### config.mk
export PLATFORM = sky130hd
export DESIGN_NAME = punte_h_ctrl_flat
export DESIGN_NICKNAME = d
export VERILOG_FILES = /design/src/rtl/motor_pkg.sv /design/src/rtl/punte_h_ctrl_if.sv /design/src/rtl/punte_h_canal.sv /design/src/rtl/punte_h_ctrl.sv /design/src/flat_wrapper.sv
export SDC_FILE = /design/constraint.sdc
export NUM_CORES = 1
export LEC_CHECK = 0
export ABC_AREA = 1
export BUFFER_PORTS_ARGS = -buffer_cell sky130_fd_sc_hd__buf_4
export CORE_AREA = 2 2 111 113
export CTS_CLUSTER_DIAMETER = 150
export DETAILED_ROUTE_END_ITERATION = 16
export DIE_AREA = 0 0 113 115
export PLACE_DENSITY_LB_ADDON = 0.08
export SLEW_MARGIN = 20
export SYNTH_ARGS = -nofsm -noshare
export SYNTH_HDL_FRONTEND = slang
export SYNTH_HIERARCHICAL = 1
export SYNTH_SLANG_ARGS = --single-unit
export TNS_END_PERCENT = 50
### constraint.sdc
create_clock -name clk -period 3 [get_ports clk]
set_clock_uncertainty 0.05 [all_clocks]
set_input_delay 0.6 -clock clk [delete_from_list [all_inputs] [get_ports clk]]
set_output_delay 0.6 -clock clk [all_outputs]
set_load 0.02 [all_outputs]
### src/rtl/motor_pkg.sv
// Shared direction encodings, channel FSM states and command sanitising for the H-bridge controller.
// Pure definitions: no latency, no flow control.
package motor_pkg;

    localparam logic [1:0] DIR_STOP = 2'b00;
    localparam logic [1:0] DIR_FWD  = 2'b01;
    localparam logic [1:0] DIR_REV  = 2'b10;

    typedef enum logic [1:0] {
        ST_IDLE = 2'b00,
        ST_DEAD = 2'b01,
        ST_RUN  = 2'b10
    } h_state_e;

    // Both bridge inputs high would short the bridge, so 11 is folded into a stop.
    function automatic logic [1:0] map_cmd(input logic [1:0] cmd);
        return (cmd == 2'b11) ? DIR_STOP : cmd;
    endfunction

endpackage

### src/rtl/punte_h_ctrl_if.sv
// Command and bridge-pin bundle between the movement logic (master) and the H-bridge controller (slave).
// Wires only; commands are level-sensitive and need no handshake.
interface punte_h_ctrl_if #(
    parameter int PWM_BITS = 8
);
    logic [1:0]          directie_driverA;
    logic [1:0]          directie_driverB;
    logic [PWM_BITS-1:0] duty_max;
    logic                in1;
    logic                in2;
    logic                enA;
    logic                in3;
    logic                in4;
    logic                enB;
    logic [1:0]          dir_activA;
    logic [1:0]          dir_activB;

    modport master (
        output directie_driverA, directie_driverB, duty_max,
        input  in1, in2, enA, in3, in4, enB, dir_activA, dir_activB
    );

    modport slave (
        input  directie_driverA, directie_driverB, duty_max,
        output in1, in2, enA, in3, in4, enB, dir_activA, dir_activB
    );
endinterface

### src/rtl/punte_h_canal.sv
// One bridge channel: IDLE/DEAD/RUN FSM with dead-time counter, soft-start ramp and PWM compare.
// Outputs registered one edge after the (already registered) command; no backpressure.
module punte_h_canal
    import motor_pkg::*;
#(
    parameter int PWM_BITS    = 8,
    parameter int DEAD_CYCLES = 1000,
    parameter int RAMP_DIV    = 256
) (
    input  logic                clk,
    input  logic                rst,
    input  logic [1:0]          cmd_i,
    input  logic [PWM_BITS-1:0] pwm_cnt_i,
    input  logic [PWM_BITS-1:0] duty_max_i,
    output logic [1:0]          dir_o,
    output logic                en_o
);
    localparam int DW = $clog2(DEAD_CYCLES + 1);
    localparam int RW = $clog2(RAMP_DIV + 1);
    localparam logic [DW-1:0] DEAD_LAST = DW'(DEAD_CYCLES - 1);
    localparam logic [RW-1:0] RAMP_LAST = RW'(RAMP_DIV - 1);

    h_state_e            state_q, state_d;
    logic [1:0]          dir_q, dir_d;
    logic [DW-1:0]       dead_q, dead_d;
    logic [RW-1:0]       ramp_q, ramp_d;
    logic [PWM_BITS-1:0] duty_q, duty_d;
    logic                en_q, en_d;

    always_comb begin
        state_d = state_q;
        dir_d   = dir_q;
        dead_d  = dead_q;
        ramp_d  = ramp_q;
        duty_d  = duty_q;
        case (state_q)
            ST_IDLE: begin
                if (cmd_i == DIR_FWD || cmd_i == DIR_REV) begin
                    state_d = ST_RUN;
                    dir_d   = cmd_i;
                    duty_d  = '0;
                    ramp_d  = '0;
                end
            end
            ST_RUN: begin
                // Leaving RUN takes priority over any ramp step due on the same edge.
                if (cmd_i != dir_q) begin
                    state_d = ST_DEAD;
                    dir_d   = DIR_STOP;
                    dead_d  = '0;
                    duty_d  = '0;
                    ramp_d  = '0;
                end else begin
                    ramp_d = (ramp_q == RAMP_LAST) ? '0 : ramp_q + 1'b1;
                    if (duty_max_i < duty_q) begin
                        duty_d = duty_max_i;
                    end else if (ramp_q == RAMP_LAST && duty_q < duty_max_i) begin
                        duty_d = duty_q + 1'b1;
                    end
                end
            end
            ST_DEAD: begin
                // The exit direction is sampled only here, so glitches inside DEAD are ignored.
                if (dead_q == DEAD_LAST) begin
                    if (cmd_i == DIR_STOP) begin
                        state_d = ST_IDLE;
                    end else begin
                        state_d = ST_RUN;
                        dir_d   = cmd_i;
                        duty_d  = '0;
                        ramp_d  = '0;
                    end
                end else begin
                    dead_d = dead_q + 1'b1;
                end
            end
            default: begin
                state_d = ST_IDLE;
                dir_d   = DIR_STOP;
            end
        endcase
        en_d = (state_d == ST_RUN) && (pwm_cnt_i < duty_d);
    end

    always_ff @(posedge clk) begin
        if (rst) begin
            state_q <= ST_IDLE;
            dir_q   <= DIR_STOP;
            dead_q  <= '0;
            ramp_q  <= '0;
            duty_q  <= '0;
            en_q    <= 1'b0;
        end else begin
            state_q <= state_d;
            dir_q   <= dir_d;
            dead_q  <= dead_d;
            ramp_q  <= ramp_d;
            duty_q  <= duty_d;
            en_q    <= en_d;
        end
    end

    assign dir_o = dir_q;
    assign en_o  = en_q;

endmodule

### src/rtl/punte_h_ctrl.sv
// Dual H-bridge controller: command registers, shared PWM counter and pin mapping for channels A and B.
// Command change to IN pins is two edges; no backpressure, commands are sampled every cycle.
module punte_h_ctrl
    import motor_pkg::*;
#(
    parameter int PWM_BITS    = 8,
    parameter int DEAD_CYCLES = 1000,
    parameter int RAMP_DIV    = 256
) (
    input  logic           clk,
    input  logic           rst,
    punte_h_ctrl_if.slave  bus
);
    // Period is 2^PWM_BITS-1 so a full-scale duty keeps EN permanently high.
    localparam logic [PWM_BITS-1:0] PWM_LAST = {{(PWM_BITS-1){1'b1}}, 1'b0};

    logic [1:0]          cmd_a_q, cmd_b_q;
    logic [PWM_BITS-1:0] pwm_cnt_q;
    logic [1:0]          dir_a, dir_b;
    logic                en_a, en_b;

    always_ff @(posedge clk) begin
        if (rst) begin
            cmd_a_q   <= DIR_STOP;
            cmd_b_q   <= DIR_STOP;
            pwm_cnt_q <= '0;
        end else begin
            cmd_a_q   <= map_cmd(bus.directie_driverA);
            cmd_b_q   <= map_cmd(bus.directie_driverB);
            pwm_cnt_q <= (pwm_cnt_q == PWM_LAST) ? '0 : pwm_cnt_q + 1'b1;
        end
    end

    punte_h_canal #(
        .PWM_BITS    (PWM_BITS),
        .DEAD_CYCLES (DEAD_CYCLES),
        .RAMP_DIV    (RAMP_DIV)
    ) canal_a (
        .clk        (clk),
        .rst        (rst),
        .cmd_i      (cmd_a_q),
        .pwm_cnt_i  (pwm_cnt_q),
        .duty_max_i (bus.duty_max),
        .dir_o      (dir_a),
        .en_o       (en_a)
    );

    punte_h_canal #(
        .PWM_BITS    (PWM_BITS),
        .DEAD_CYCLES (DEAD_CYCLES),
        .RAMP_DIV    (RAMP_DIV)
    ) canal_b (
        .clk        (clk),
        .rst        (rst),
        .cmd_i      (cmd_b_q),
        .pwm_cnt_i  (pwm_cnt_q),
        .duty_max_i (bus.duty_max),
        .dir_o      (dir_b),
        .en_o       (en_b)
    );

    assign bus.in1        = dir_a[0];
    assign bus.in2        = dir_a[1];
    assign bus.enA        = en_a;
    assign bus.in3        = dir_b[0];
    assign bus.in4        = dir_b[1];
    assign bus.enB        = en_b;
    assign bus.dir_activA = dir_a;
    assign bus.dir_activB = dir_b;

endmodule

### src/flat_wrapper.sv
// flat-port wrapper written by rule: the top's interface ports become plain ports
module punte_h_ctrl_flat import motor_pkg::*;
#(
    parameter int PWM_BITS    = 8,
    parameter int DEAD_CYCLES = 1000,
    parameter int RAMP_DIV    = 256
)
  (clk, rst, bus_directie_driverA, bus_directie_driverB, bus_duty_max, bus_in1, bus_in2, bus_enA, bus_in3, bus_in4, bus_enB, bus_dir_activA, bus_dir_activB);
  punte_h_ctrl_if #(.PWM_BITS(PWM_BITS)) bus_i ();
  input  logic clk;
  input  logic rst;
  input wire logic [$bits(bus_i.directie_driverA)-1:0] bus_directie_driverA;
  input wire logic [$bits(bus_i.directie_driverB)-1:0] bus_directie_driverB;
  input wire logic [$bits(bus_i.duty_max)-1:0] bus_duty_max;
  output wire logic [$bits(bus_i.in1)-1:0] bus_in1;
  output wire logic [$bits(bus_i.in2)-1:0] bus_in2;
  output wire logic [$bits(bus_i.enA)-1:0] bus_enA;
  output wire logic [$bits(bus_i.in3)-1:0] bus_in3;
  output wire logic [$bits(bus_i.in4)-1:0] bus_in4;
  output wire logic [$bits(bus_i.enB)-1:0] bus_enB;
  output wire logic [$bits(bus_i.dir_activA)-1:0] bus_dir_activA;
  output wire logic [$bits(bus_i.dir_activB)-1:0] bus_dir_activB;
  assign bus_i.directie_driverA = bus_directie_driverA;
  assign bus_i.directie_driverB = bus_directie_driverB;
  assign bus_i.duty_max = bus_duty_max;
  assign bus_in1 = bus_i.in1;
  assign bus_in2 = bus_i.in2;
  assign bus_enA = bus_i.enA;
  assign bus_in3 = bus_i.in3;
  assign bus_in4 = bus_i.in4;
  assign bus_enB = bus_i.enB;
  assign bus_dir_activA = bus_i.dir_activA;
  assign bus_dir_activB = bus_i.dir_activB;
  punte_h_ctrl #(.PWM_BITS(PWM_BITS), .DEAD_CYCLES(DEAD_CYCLES), .RAMP_DIV(RAMP_DIV)) u_core (.clk(clk), .rst(rst), .bus(bus_i));
endmodule
Word level (Yosys, flattened, before mapping)
Cells that the tools add are included.

Register bits after elaboration: 76.

Reductions and logical operators: 23. Order comparisons: 6. Add/sub/neg operators: 7. Eq/ne operators: 29. Mux-type cells: 52.

Operators with widths (number): $mux 8 (12); $mux 9 (10); $pmux 9 s3 (2); $lt 8x8->1 (6); $pmux 8 s3 (2); $mux 10 (4); $pmux 10 s2 (2); $mux 2 (16); $add 8x1->8 const B (3); $pmux 2 s3 (4); $add 10x1->10 const B (2); $eq 10x10->1 const B (2); $ne 2x2->1 const B (10); $add 9x1->9 const B (2); $eq 9x8->1 const B (2); $eq 2x2->1 const B (8); $reduce_and 4->1 (4); $eq 2x1->1 const B (4); $eq 8x8->1 const B (1); $logic_not 2->1 (4); $reduce_and 3->1 (2); $reduce_bool 3->1 (2); $reduce_or 2->1 (3); $logic_and 1x1->1 (4); other kinds (3) (6).

Longest topological paths before layout
Word-level depth: 8. Mapped depth: 23.

Hierarchy
Netlist, hierarchy kept.

By module, submodules not included: punte_h_canal (u_core.canal_b) (cells each 333, sequential area each 640.6 µm², instances 1, area an instance 2338.5 µm²); punte_h_canal (u_core.canal_a) (cells each 334, sequential area each 640.6 µm², instances 1, area an instance 2333.5 µm²); punte_h_ctrl (cells each 61, sequential area each 240.2 µm², instances 1, area an instance 509.2 µm²).

Worst setup path before layout
OpenSTA, ideal clock, no wires.

Kind: input -> register. From: input port bus_duty_max[7]. To: register u_core.canal_b.en_q (netlist: u_core/canal_b/en_o). Data arrival time: 2882 ps. Setup time: 70 ps. Slack: -1 ps. Cell stages on the path: 19. Cell sequence: inv_1 > ha_1 > a21o_1 > nor2_1 > nand3_2 > clkinv_2 > nand2_4 > nor2_4 > xnor2_1 > nand2_1 > nand3_1 > nand3_1 > inv_1 > ha_1 > a21oi_1 > nor2_1 > a2111oi_0 > nand2_1 > a21oi_1.

Longest elaborated chain between the ends: 8. Elaborated cells on any way between the ends: 9. Classes of those cells: order compare (3); mux (4); reduce/logical (2).

Ends and longest elaborated chain: start: declaration (line flat_wrapper.sv:14) `input wire logic [$bits(bus_i.duty_max)-1:0] bus_duty_max;`; $lt 8x8->1 (line punte_h_canal.sv:57) `end else if (ramp_q == RAMP_LAST && duty_q < duty_max_i) begin`; $logic_and 1x1->1 (line punte_h_canal.sv:57); $mux 8 (line punte_h_canal.sv:57); $mux 8 (*) (line punte_h_canal.sv:55) `if (duty_max_i < duty_q) begin`; $mux 8 (*) (line punte_h_canal.sv:47) `if (cmd_i != dir_q) begin`; $pmux 8 s3 (*) (line punte_h_canal.sv:36) `case (state_q)`; $lt 8x8->1 (*) (line punte_h_canal.sv:82) `en_d = (state_d == ST_RUN) && (pwm_cnt_i < duty_d);`; $logic_and 1x1->1 (*) (line punte_h_canal.sv:82); end signal: assignment (line punte_h_canal.sv:99) `en_q <= en_d;`; end: declaration (line punte_h_canal.sv:28) `logic en_q, en_d;`.

Every way passes the cells marked *; elsewhere a longest branch is shown, timed or not. A chain may end at the register's enable or synchronous reset.

Worst setup path in the final report
Ends and elaborated chain as after synthesis.

==> reports/results.tsv <==
metric	value	unit
vias in the first global route	4391	
Die X	113	µm
period utilisation layout	92.9	%
CTS Buffer Depth	2	
setup total negative slack	0	ns
largest net degree at the start of global routing	22	
max cap viols	0	
number of synthesized flops with an enable pin	0	
Total GRT Usage	19.5	%
mean post-synth cell area	7.12	µm²
Residual DRC	1	
main combinational cell family by area after synthesis	simple AND/OR/NAND/NOR gates	
Post-synth ARST share	0	%
Slew @ Worst Pin	0.491	ns
fin. max-slew vios	0	
die area	13000	µm²
crit end category	flop	
n_diodes	0	
post-synthesis mux area share	0	%
layout cells sized above 1	21.5	%
via count	4721	
leakage	2.85	nW
worst skew pair latency	0.35	ns
Reg power frac	41.1	%
total gr overflow	0	
complex-gate fraction of the synthesized area	12.6	%
Netlist cell types	47	
sequential element share of the synthesized area	29.4	%
Post-Layout Cell Count	944	
final hold vios	0	
clock share of power	47.9	%
WP data required	3.23	ns
Sw Ratio	24.8	%
DRT Wirelength	12100	µm
post-DR wirelength/cell	12.8	µm
adder-cell share of the synthesized area	9.66	%
core area	11800	µm²
Syn Inst Count	728	
type of the worst setup path	in2reg	
ratio of total power to cell area	413	nW/µm²
Synth Cell Area	5180	µm²
IO Port Bufs	23	
final core utilization	52.3	%
DP HPWL	9320	µm
initial antenna violation count	0	
# setup viols final	0	
crit start category	input pin	
Post-Synth XOR/XNOR Area	2.54	%
row cnt	40	
flops & latches, synth	76	
nets@finish	846	
Worst IR Drop VDD	0.266	mV
Synth Warn #	6	
area delta synth->final	19.3	%
CTS resizes	0	
worst min path class	in2reg	
hold_buf cts	0	
syn_nets	782	
I/O pin cnt	24	
simple-gate share of the synthesized area	34.0	%
Cells after DPL	928	
Die Ht	115	µm
Final min period	2.79	ns
first-pass GRT wire length	20300	µm
initial DRC count	214	
Routability Congestion	0.911	
Root Driver	clkbuf_16	
failing checks	design-rule violations	
Main synth FF type	dfxtp_1	
TritonCTS Buffers	9	
WP data arrival	3.02	ns
combinational fraction of design power	11.1	%
NetSw	0.632	mW
Setup Buffers After CTS	0	
Num Clock Sinks	76	
vias per cell	5.00	
initial core utilization	43.9	%
Slew HR	67.3	%
First-pass DRT Iterations	11	
CTS H-tree depth	3	
TritonCTS clock tree	built	
total power	2.55	mW
clock slew at reported path FFs	0.06	ns
status	finished with violations	
Crit Path Max Fanout	7	
FMAX	359	MHz
Pint	1.92	mW
ANT nets after route	0	
cells in the final DEF (no fill, tap or decap), drive strengths merged:
cell type and count:
o41ai 2, o211ai 10, nand3 45, a311oi 2, nor3 26, a2111oi 2
a31oi 1, nor2 69, bufinv 2, nand3b 3, o21ai 49, xnor2 7
o211a 2, nor4 2, a21oi 35, clkinv 4, and3 2, nor3b 14
clkbuf 12, nand2 159, nand4 18, a211oi 2, xor2 8, o21a 2
dfxtp 76, buf 67, inv 134, ha 40, a21o 2
metal layers:
layer / wire (µm) / GRT usage, %
met4: 259 / 9.11
met2: 5350 / 30.1
met1: 6030 / 26.9
met5: 0 / 0
met3: 480 / 3.22
logic make-up (layout without fill, tap and decap cells):
group | count (synthesis) | in the layout
flip-flops | 76 | 76
XOR/XNOR | 15 | 15
AO/OA/AOI/OAI | 109 | 109
adder cells (fa/ha/maj) | 40 | 40
AND/OR/NAND/NOR | 338 | 338
buffers and inverters | 150 | 219
area by class of cell:
class | count | area (µm²)
clock buffer | 12 | 267
sequential | 76 | 1530
fill | 1201 | 5630
clock inverter | 4 | 70.1
inverter | 136 | 520
multi-input combinational | 502 | 3110
timing repair buffer | 67 | 507
tap | 147 | 184
synth_stat cells (5+ instances only):
| master | count | area share, % |
|---|---|---|
| nand4_1 | 17 | 2.1 |
| nand2_1 | 143 | 10 |
| inv_1 | 122 | 8.8 |
| ha_1 | 40 | 9.7 |
| o211ai_1 | 10 | 1.4 |
| nor3_1 | 10 | 0.97 |
| xor2_1 | 8 | 1.4 |
| nand3_1 | 39 | 3.8 |
| inv_2 | 9 | 0.65 |
| o21ai_1 | 12 | 1.2 |
| nand2_4 | 8 | 1.7 |
| nor2_2 | 6 | 0.72 |
| xnor2_1 | 7 | 1.2 |
| nor2_1 | 59 | 4.3 |
| nand2_2 | 8 | 0.97 |
| nand3_2 | 5 | 0.97 |
| a21oi_1 | 35 | 3.4 |
| dfxtp_1 | 76 | 29 |
| nor3_2 | 14 | 2.7 |
| o21ai_0 | 34 | 3.3 |
| nor3b_1 | 10 | 1.4 |
| buf_4 | 7 | 1.0 |
power groups by stage:
stage / Clock, mW / Combinational [mW] / Sequential [mW]
2_1_floorplan: 0 / 0.196 / 1.07
3_3_place_gp: 0 / 0.275 / 1.07
3_5_place_dp: 0 / 0.279 / 1.07
4_1_cts: 1.26 / 0.281 / 1.05
5_1_grt: 1.29 / 0.319 / 1.05
6_report: 1.22 / 0.282 / 1.05
path summary, 6_finish.rpt:
path,depth (start not counted),slack [ns],end,start
hold / removal,2,0.37,u_core/cmd_b_q[1]$_SDFF_PP0_,bus_directie_driverB[0]
setup / recovery,20,0.21,u_core/canal_b/en_o$_SDFF_PP0_,bus_duty_max[7]
hold reg to reg,2,0.41,u_core/canal_a/ramp_q[8]$_SDFFE_PP0P_,u_core/canal_a/ramp_q[8]$_SDFFE_PP0P_
setup reg to reg,18,0.28,u_core/canal_a/en_o$_SDFF_PP0_,u_core/canal_a/duty_q[7]$_SDFF_PP0_
registers in the layout, indices dropped and copies added, names as in the netlist:
register / flops
u_core/canal_a/dead_q: 10
u_core/canal_b/duty_q: 8
u_core/canal_b/ramp_q: 9
u_core/canal_a/duty_q: 8
u_core/cmd_b_q: 2
u_core/canal_a/state_q: 2
u_core/pwm_cnt_q: 8
u_core/canal_b/en_o: 1
u_core/canal_b/dir_o: 2
u_core/canal_b/state_q: 2
u_core/canal_b/dead_q: 10
u_core/canal_a/en_o: 1
u_core/canal_a/dir_o: 2
u_core/canal_a/ramp_q: 9
u_core/cmd_a_q: 2
per-stage QoR:
stage          hold slack [ns]  instance area [µm²]  setup WS [ns]
3_3_place_gp             0.390                 5770         -0.200
2_1_floorplan            0.373                 5180        0.00143
4_1_cts                  0.356                 6110         0.0481
3_5_place_dp             0.396                 5770         -0.262
5_1_grt                  0.363                 6180        -0.0256
6_report                 0.368                 6180          0.212
worst max-delay path, stage by stage:
cell and delay [ns]:
buf_4 0.09, inv_1 0.05, ha_1 0.32, a21o_1 0.21, nor2_4 0.13, nand3_4 0.10, inv_4 0.10, nand2_4 0.06
nor2_4 0.08, xnor2_1 0.11, nand2_1 0.06, nand3_1 0.07, nand3_1 0.09, inv_1 0.07, ha_1 0.23, a21oi_1 0.14
nor2_1 0.07, a2111oi_2 0.24, nand2_1 0.09, a21oi_1 0.11
(Power assumes the default switching activity.)
